`config.mk`:
```
export PLATFORM = sky130hd
export DESIGN_NAME = video_stream_source
export DESIGN_NICKNAME = d
export VERILOG_FILES = /design/src/rtl/video_stream_source.sv
export SDC_FILE = /design/constraint.sdc
export NUM_CORES = 1
export LEC_CHECK = 0
export CORE_UTILIZATION = 35
export CTS_BUF_LIST = sky130_fd_sc_hd__clkbuf_8
export CTS_CLUSTER_SIZE = 20
export DETAILED_ROUTE_END_ITERATION = 8
export PLACE_DENSITY = 0.53
export SETUP_SLACK_MARGIN = 0.1
export SLEW_MARGIN = 40
export SYNTH_ARGS = -nofsm -noshare
export SYNTH_HDL_FRONTEND = slang
export SYNTH_SLANG_ARGS = --single-unit
```
`constraint.sdc`:
```
create_clock -name clk -period 4.9 [get_ports clk]
set_input_delay 1.47 -clock clk [delete_from_list [all_inputs] [get_ports clk]]
set_output_delay 1.47 -clock clk [all_outputs]
set_load 0.005 [all_outputs]
```
`src/rtl/video_stream_source.sv`:
```
// Video stream source: frame/line timing plus a 2-entry prefetch buffer fed by a 1-cycle-latency
// frame-buffer read port. Define TEST_PATTERN_EN to enable the internal pattern selected by pattern_sel.
module video_stream_source #(
  parameter int H_ACTIVE  = 702,
  parameter int V_ACTIVE  = 288,
  parameter int LINE_GAP  = 16,
  parameter int FRAME_GAP = 64
) (
  input  logic        clk,
  input  logic        reset,
  input  logic        enable,
  input  logic        pattern_sel,
  output logic        mem_rd_en,
  output logic [19:0] mem_rd_addr,
  input  logic [7:0]  mem_rd_data,
  output logic        video_frame_valid,
  output logic        video_line_valid,
  output logic        video_data_valid,
  input  logic        video_data_ready,
  output logic [7:0]  video_data_out,
  output logic [19:0] video_address
);

  localparam int GAP_MAX = (FRAME_GAP > LINE_GAP) ? FRAME_GAP : LINE_GAP;
  localparam int GW      = $clog2(GAP_MAX + 1);

  typedef enum logic [2:0] {
    S_IDLE = 3'd0,
    S_FGAP = 3'd1,
    S_LGAP = 3'd2,
    S_LINE = 3'd3,
    S_TAIL = 3'd4
  } state_t;

  state_t        state_q, state_d;
  logic [GW-1:0] gap_q, gap_d;
  logic [9:0]    rd_h_q, rd_h_d;
  logic [9:0]    out_h_q, out_h_d;
  logic [8:0]    v_q, v_d;
  logic [1:0]    cnt_q, cnt_d;
  logic          pend_q, pend_d;
  logic [7:0]    buf0_q, buf0_d;
  logic [7:0]    buf1_q, buf1_d;
  logic          pop_s;
  logic          issue_s;
  logic          last_s;
  logic          frame_start_s;
  logic [2:0]    occ_s;
  logic [7:0]    in_data_s;

  // Occupancy counts the slot freed by a pixel leaving this cycle, so a full-rate line never bubbles.
  assign pop_s   = (cnt_q != 2'd0) && video_data_ready;
  assign occ_s   = {1'b0, cnt_q} + {2'b00, pend_q} - {2'b00, pop_s};
  assign issue_s = (state_q == S_LINE) && (rd_h_q < 10'(H_ACTIVE)) && (occ_s < 3'd2);
  assign last_s  = pop_s && (out_h_q == 10'(H_ACTIVE - 1));

`ifdef TEST_PATTERN_EN
  logic       pat_q, pat_d;
  logic [7:0] gen_q, gen_d;

  assign pat_d     = frame_start_s ? pattern_sel : pat_q;
  assign gen_d     = issue_s ? (((rd_h_q[5] ^ v_q[4]) == 1'b1) ? 8'd200 : 8'd20) : gen_q;
  assign in_data_s = pat_q ? gen_q : mem_rd_data;
  assign mem_rd_en = issue_s & ~pat_q;

  // Pattern select latch and generator pixel, timed like a memory read.
  always_ff @(posedge clk or negedge reset) begin
    if (!reset) begin
      pat_q <= 1'b0;
      gen_q <= 8'd0;
    end else begin
      pat_q <= pat_d;
      gen_q <= gen_d;
    end
  end
`else
  logic [1:0] unused_s;

  assign unused_s  = {pattern_sel, frame_start_s};
  assign in_data_s = mem_rd_data;
  assign mem_rd_en = issue_s;
`endif

  assign mem_rd_addr       = {v_q, 1'b0, rd_h_q};
  assign video_frame_valid = (state_q == S_LGAP) || (state_q == S_LINE) || (state_q == S_TAIL);
  assign video_line_valid  = (state_q == S_LINE);
  assign video_data_valid  = (cnt_q != 2'd0);
  assign video_data_out    = buf0_q;
  assign video_address     = {v_q, 1'b0, out_h_q};

  // Next-state logic for the frame FSM, counters and prefetch buffer.
  always_comb begin
    state_d       = state_q;
    gap_d         = gap_q;
    rd_h_d        = rd_h_q;
    out_h_d       = out_h_q;
    v_d           = v_q;
    cnt_d         = cnt_q;
    pend_d        = 1'b0;
    buf0_d        = buf0_q;
    buf1_d        = buf1_q;
    frame_start_s = 1'b0;
    case (state_q)
      S_IDLE: begin
        if (enable) begin
          state_d       = S_FGAP;
          gap_d         = GW'(1);  // the IDLE cycle is the first gap clock
          frame_start_s = 1'b1;
        end else begin
          state_d = S_IDLE;
        end
      end
      S_FGAP: begin
        if (gap_q == GW'(FRAME_GAP - 1)) begin
          state_d = S_LGAP;
          gap_d   = '0;
          v_d     = 9'd0;
        end else begin
          gap_d = gap_q + GW'(1);
        end
      end
      S_LGAP: begin
        if (gap_q == GW'(LINE_GAP - 1)) begin
          state_d = S_LINE;
          gap_d   = '0;
          rd_h_d  = 10'd0;
          out_h_d = 10'd0;
          cnt_d   = 2'd0;
        end else begin
          gap_d = gap_q + GW'(1);
        end
      end
      S_LINE: begin
        pend_d = issue_s;
        if (issue_s) begin
          rd_h_d = rd_h_q + 10'd1;
        end else begin
          rd_h_d = rd_h_q;
        end
        // Head of the buffer is always entry 0; returning data lands behind what remains.
        case ({pend_q, pop_s})
          2'b10: begin
            cnt_d = cnt_q + 2'd1;
            if (cnt_q == 2'd0) begin
              buf0_d = in_data_s;
            end else begin
              buf1_d = in_data_s;
            end
          end
          2'b01: begin
            cnt_d  = cnt_q - 2'd1;
            buf0_d = buf1_q;
          end
          2'b11: begin
            if (cnt_q == 2'd1) begin
              buf0_d = in_data_s;
            end else begin
              buf0_d = buf1_q;
              buf1_d = in_data_s;
            end
          end
          default: cnt_d = cnt_q;
        endcase
        if (pop_s) begin
          out_h_d = out_h_q + 10'd1;
        end else begin
          out_h_d = out_h_q;
        end
        if (last_s) begin
          out_h_d = 10'd0;
          rd_h_d  = 10'd0;
          cnt_d   = 2'd0;
          buf0_d  = 8'd0;
          buf1_d  = 8'd0;
          gap_d   = '0;
          if (v_q < 9'(V_ACTIVE - 1)) begin
            state_d = S_LGAP;
            v_d     = v_q + 9'd1;
          end else begin
            state_d = S_TAIL;
          end
        end else begin
          state_d = S_LINE;
        end
      end
      S_TAIL: begin
        if (gap_q == GW'(LINE_GAP - 1)) begin
          gap_d = '0;
          v_d   = 9'd0;
          if (enable) begin
            state_d       = S_FGAP;
            frame_start_s = 1'b1;
          end else begin
            state_d = S_IDLE;
          end
        end else begin
          gap_d = gap_q + GW'(1);
        end
      end
      default: state_d = S_IDLE;
    endcase
  end

  // State, counter and buffer registers.
  always_ff @(posedge clk or negedge reset) begin
    if (!reset) begin
      state_q <= S_IDLE;
      gap_q   <= '0;
      rd_h_q  <= 10'd0;
      out_h_q <= 10'd0;
      v_q     <= 9'd0;
      cnt_q   <= 2'd0;
      pend_q  <= 1'b0;
      buf0_q  <= 8'd0;
      buf1_q  <= 8'd0;
    end else begin
      state_q <= state_d;
      gap_q   <= gap_d;
      rd_h_q  <= rd_h_d;
      out_h_q <= out_h_d;
      v_q     <= v_d;
      cnt_q   <= cnt_d;
      pend_q  <= pend_d;
      buf0_q  <= buf0_d;
      buf1_q  <= buf1_d;
    end
  end

endmodule

```
# ---- Yosys cells after proc, flatten, opt, wreduce, memory -nomap -nowiden
# Cells that the tools add are included.
# W data, S select, Z words.
dict set report word_totals {
  in_bits 13
  ramBits 0
  latchBits 0
  ff_bits 58
  mem_bits_ro 0
  word_cells 103
  memories 0
}
dict set report classes {
  reduce_logical 23
  n_lt_le_gt_ge 3
  shift 0
  n_mul 0
  muxes 37
  n_eq_ne 23
  bitwise_logic 0
  n_addsub 8
  div 0
}
# operator n
set op_table {}
lappend op_table {{$mux W10} 5}
lappend op_table {{$mux W8} 6}
lappend op_table {{$pmux W10 S2} 2}
lappend op_table {{$mux W9} 4}
lappend op_table {{$mux W7} 4}
lappend op_table {{$pmux W7 S4} 1}
lappend op_table {{$pmux W9 S3} 1}
lappend op_table {{$pmux W8 S3} 1}
lappend op_table {{$add A10 B1 Y10 const B} 2}
lappend op_table {{$reduce_and A3 Y1} 6}
lappend op_table {{$pmux W8 S2} 1}
lappend op_table {{$mux W3} 5}
lappend op_table {{$pmux W3 S5} 1}
lappend op_table {{$eq A10 B10 Y1 const B} 1}
lappend op_table {{$lt A10 B10 Y1 const B} 1}
lappend op_table {{$add A9 B1 Y9 const B} 1}
lappend op_table {{$lt A9 B9 Y1 const B} 1}
lappend op_table {{$ne A3 B3 Y1 const B} 3}
lappend op_table {{$ne A2 B1 Y1 const B} 4}
lappend op_table {{$pmux W2 S2} 2}
lappend op_table {{$reduce_bool A4 Y1} 2}
lappend op_table {{$add A7 B1 Y7 const B} 1}
lappend op_table {{$eq A7 B4 Y1 const B} 1}
lappend op_table {{$eq A7 B6 Y1 const B} 1}
lappend op_table {{25 further kinds} 37}

# ---- Longest topological paths before layout
dict set report depth {
  word_depth 8
  ltp_mapped 11
  mapped_depth_nobuf 11
}

# ---- Worst setup path after synthesis
# Ideal clock, no wire load.
dict set report synth_path {
  path_kind {in2out}
  startpoint {input video_data_ready}
  endpoint {output mem_rd_en}
  n_path_buf 0
  arrival_time_ns 3.296
  path_stages 7
  path_slack_ns 0.134
  path_cell_list {nor2b_1 > ha_1 > nand2b_1 > fa_1 > xnor2_1 > o2111ai_2 > nor2_1}
}
dict set report synth_via {
  elab_chain_len 4
}
# element line
set synth_rtl {}
lappend synth_rtl {{start: declaration} 19} ;# input logic video_data_ready,
lappend synth_rtl {{$logic_and A1 B1 Y1} 52} ;# assign pop_s = (cnt_q != 2'd0) && video_data_ready;
lappend synth_rtl {{$sub A3 B1 Y3} 53} ;# assign occ_s = {1'b0, cnt_q} + {2'b00, pend_q} - {2'b00, pop_s};
lappend synth_rtl {{$lt A3 B2 Y1} 54} ;# assign issue_s = (state_q == S_LINE) && (rd_h_q < 10'(H_ACTIVE)) && (occ_s < 3'd2);
lappend synth_rtl {{$logic_and A1 B1 Y1} 54}
lappend synth_rtl {{end: declaration} 13} ;# output logic mem_rd_en,
# No other way between the ends.

# ---- Final worst setup path
# Ends and elaborated chain as after synthesis.

==> results.cfg <==
[final_layout]
seqCellArea_um2 = 1450
syn_to_final_growth_pct = 26.6
final_util_pct = 46.0
fillers = 983
multiInputGateArea_um2 = 1940
antenna_cells = 0
drive_gt1_share_pct = 11.5
final_nets = 473

[worst_setup_path]
rrSetupSlack_ps = 1970
critPathRequiredTime_ps = 3430
crit_fanout = 2
startpoint_type = input pin
cp-end-kind = primary output
critPathKind = input pin to primary output
r2r_end = rd_h_q[7]$_DFFE_PN0P_
worstPathArrival_ps = 3180
rr_worst_depth = 12
r2r-start = cnt_q[1]$_DFFE_PN0P_

[synth]
synth.most_common_cell = dfrtp_1
synth-seq-cells = 58
syn_avg_cell_area_um2 = 9.11
ys.warnings.count = 0
ys_types = 61
ys_seq_area_share_pct = 40.7
syn_inst = 392
synth_area_leader_cell = dfrtp_1
synth_ff_type = dfrtp_1
synthTopCellsByCount = 58 x dfrtp_1, 45 x nand2_1, 24 x nor2_1
synth-edff-count = 0
synth_top_area_share_pct = 40.7
async_reset_ff_share_pct = 100
synth_area_um2 = 3570
synthTopCellsByArea = dfrtp_1 41%, nand2_1 4.7%, ha_1 3.9%

[die]
initial_utilization_pct = 36.4
die_h_um = 103
io_pins = 65
fp-row-count = 36
die_w_um = 103
core_um2 = 9820
die_area_um2 = 10600

[routing]
top_layer = met4
drtPass1Iterations = 4
drt_iter0_markers = 170
wirelength_mm = 8.83
wl_met3_um = 227
vias = 3061
wl_met1_mm = 4.48
wl_per_cell_um = 15.1
via_per_inst = 5.22
wl_met2_mm = 4.07
drcViolationCount = 0
drtAntennaViolNets = 0

[clock_tree]
root_buffer = clkbuf_8
path_clk_slew_ps = 70
cts_inserted_buffers = 9
postCtsSetupRepairBufs = 0
clockBufferDepth = 2
clk_latency_ps = 330
cts_tree = built
htree_levels = 3
cts.sinks = 58

[sta]
fin_crit_ps = 4650
fin_ws_ps = 247
whs_ps = 479
slew_viol_final = 0
max_freq_ghz = 0.215
fin_crit_sh_pct = 95.0
rsz0062_at_grt = no
maxSlewHeadroom_pct = 45.8
finalClockSkew_ps = 7.96
setup_viol = 0
worst_pin_slew_ps = 813
hold_violations = 0

[global_route]
antenna_found_initial = 0
grt_remaining_overflow = 0
grt_pass1_vias = 2976
grt_pass1_wl_mm = 14.9
track_usage_pct = 18.3
grt_max_degree = 34

[hold_path]
holdPathStages = 2
holdPathEnd = video_data_out[6]$_DFFE_PN0P_
hp-start = video_data_out[6]$_DFFE_PN0P_
hp-class = flop to flop

[place]
pre_cts_slack_ps = -613
gp_congestion = 0.841
place_hpwl_mm = 6.12
port_buffers = 61

[pwr]
leakage_nw = 1.91
power.density_nw_per_um2 = 280
worst_ir_drop_vdd_mv = 0.201
power_mw = 1.26

[flow_run]
drv_cap = 0

[status]
status = complete, no violations
layout make-up:
type / instances / share of cell area (%)
Timing Repair Buffer: 72 / 15.1
Clock buffer: 10 / 3.05
Inverter: 15 / 1.25
Clock inverter: 6 / 1.77
Tap cell: 133 / 3.68
Sequential cell: 58 / 32.1
Multi-Input combinational cell: 292 / 43.0
where the power goes:
part,switching (mW),internal (mW)
logic,0.116,0.0942
registers,0.0535,0.506
clock network,0.197,0.297
cell usage in the layout (no fill, tap or decap), drive strengths merged, types with 10 or more instances in the layout:
| cell type | instances |
|---|---|
| inv | 15 |
| clkdlybuf4s50 | 58 |
| nor2 | 24 |
| buf | 13 |
| dfrtp | 58 |
| a22o | 12 |
| clkbuf | 10 |
| o21ai | 27 |
| nor3 | 14 |
| ha | 11 |
| o31ai | 11 |
| nand2 | 45 |
| xnor2 | 14 |
| a21oi | 22 |
| nand3 | 18 |
cell families after synthesis:
family | synth area share (%)
mux | 2.84
other cells | 0.105
buf+inv | 5.89
compound gates | 20.8
flops | 40.7
xor+xnor | 3.44
simple gates | 21.8
fa+ha+maj | 4.42
per-stage QoR:
stage                     TNS [ps]  instance area, um2  std cells
final                            0                4520        586
after global routing             0                4520        586
after CTS                        0                4520        586
after detailed placement      -613                4280        570
after global placement        -608                4270        570
after floorplan                  0                3570        393
registers in the layout, summed over array words and instances (netlist names):
signal,flops
buf1_q,8
rd_h_q,10
out_h_q,10
video_data_out,8
v_q,9
cnt_q,2
pend_q,1
state_q,3
gap_q,7
per-layer routing:
| metal | track usage [%] | vias to the layer above |
|---|---|---|
| li1 | - | 1534 |
| met4 | 7.26 | 0 |
| met1 | 25.3 | 1481 |
| met2 | 28.3 | 41 |
| met3 | 3.12 | 5 |
| met5 | 0 | - |
worst max path at each step:
stage                                 from   endpoint  slack (ps)  cells past startpoint
after floorplan           video_data_ready  mem_rd_en         130                      7
after global placement    video_data_ready  mem_rd_en        -610                      9
after detailed placement  video_data_ready  mem_rd_en        -610                      9
after CTS                 video_data_ready  mem_rd_en         180                      9
after global routing      video_data_ready  mem_rd_en         110                      9
final                     video_data_ready  mem_rd_en         250                      9
worst max-delay path: stages:
cell and delay (ps):
dlygate4sd2_1 250, nor2b_4 130, ha_1 290, nand2b_4 150, fa_2 350, xnor2_2 140
o2111ai_2 150, nor2_2 120, buf_2 120
what timing repair did:
| action | in CTS | in global routing |
|---|---|---|
| gates resized for setup | 11 | 0 |
| pin swaps | 4 | 3 |
| hold buffers | 0 | 0 |
| endpoints found under the hold margin | 0 | 0 |
| setup endpoints to repair | 1 | 1 |
Note: power is estimated with default switching activity, not from simulation.
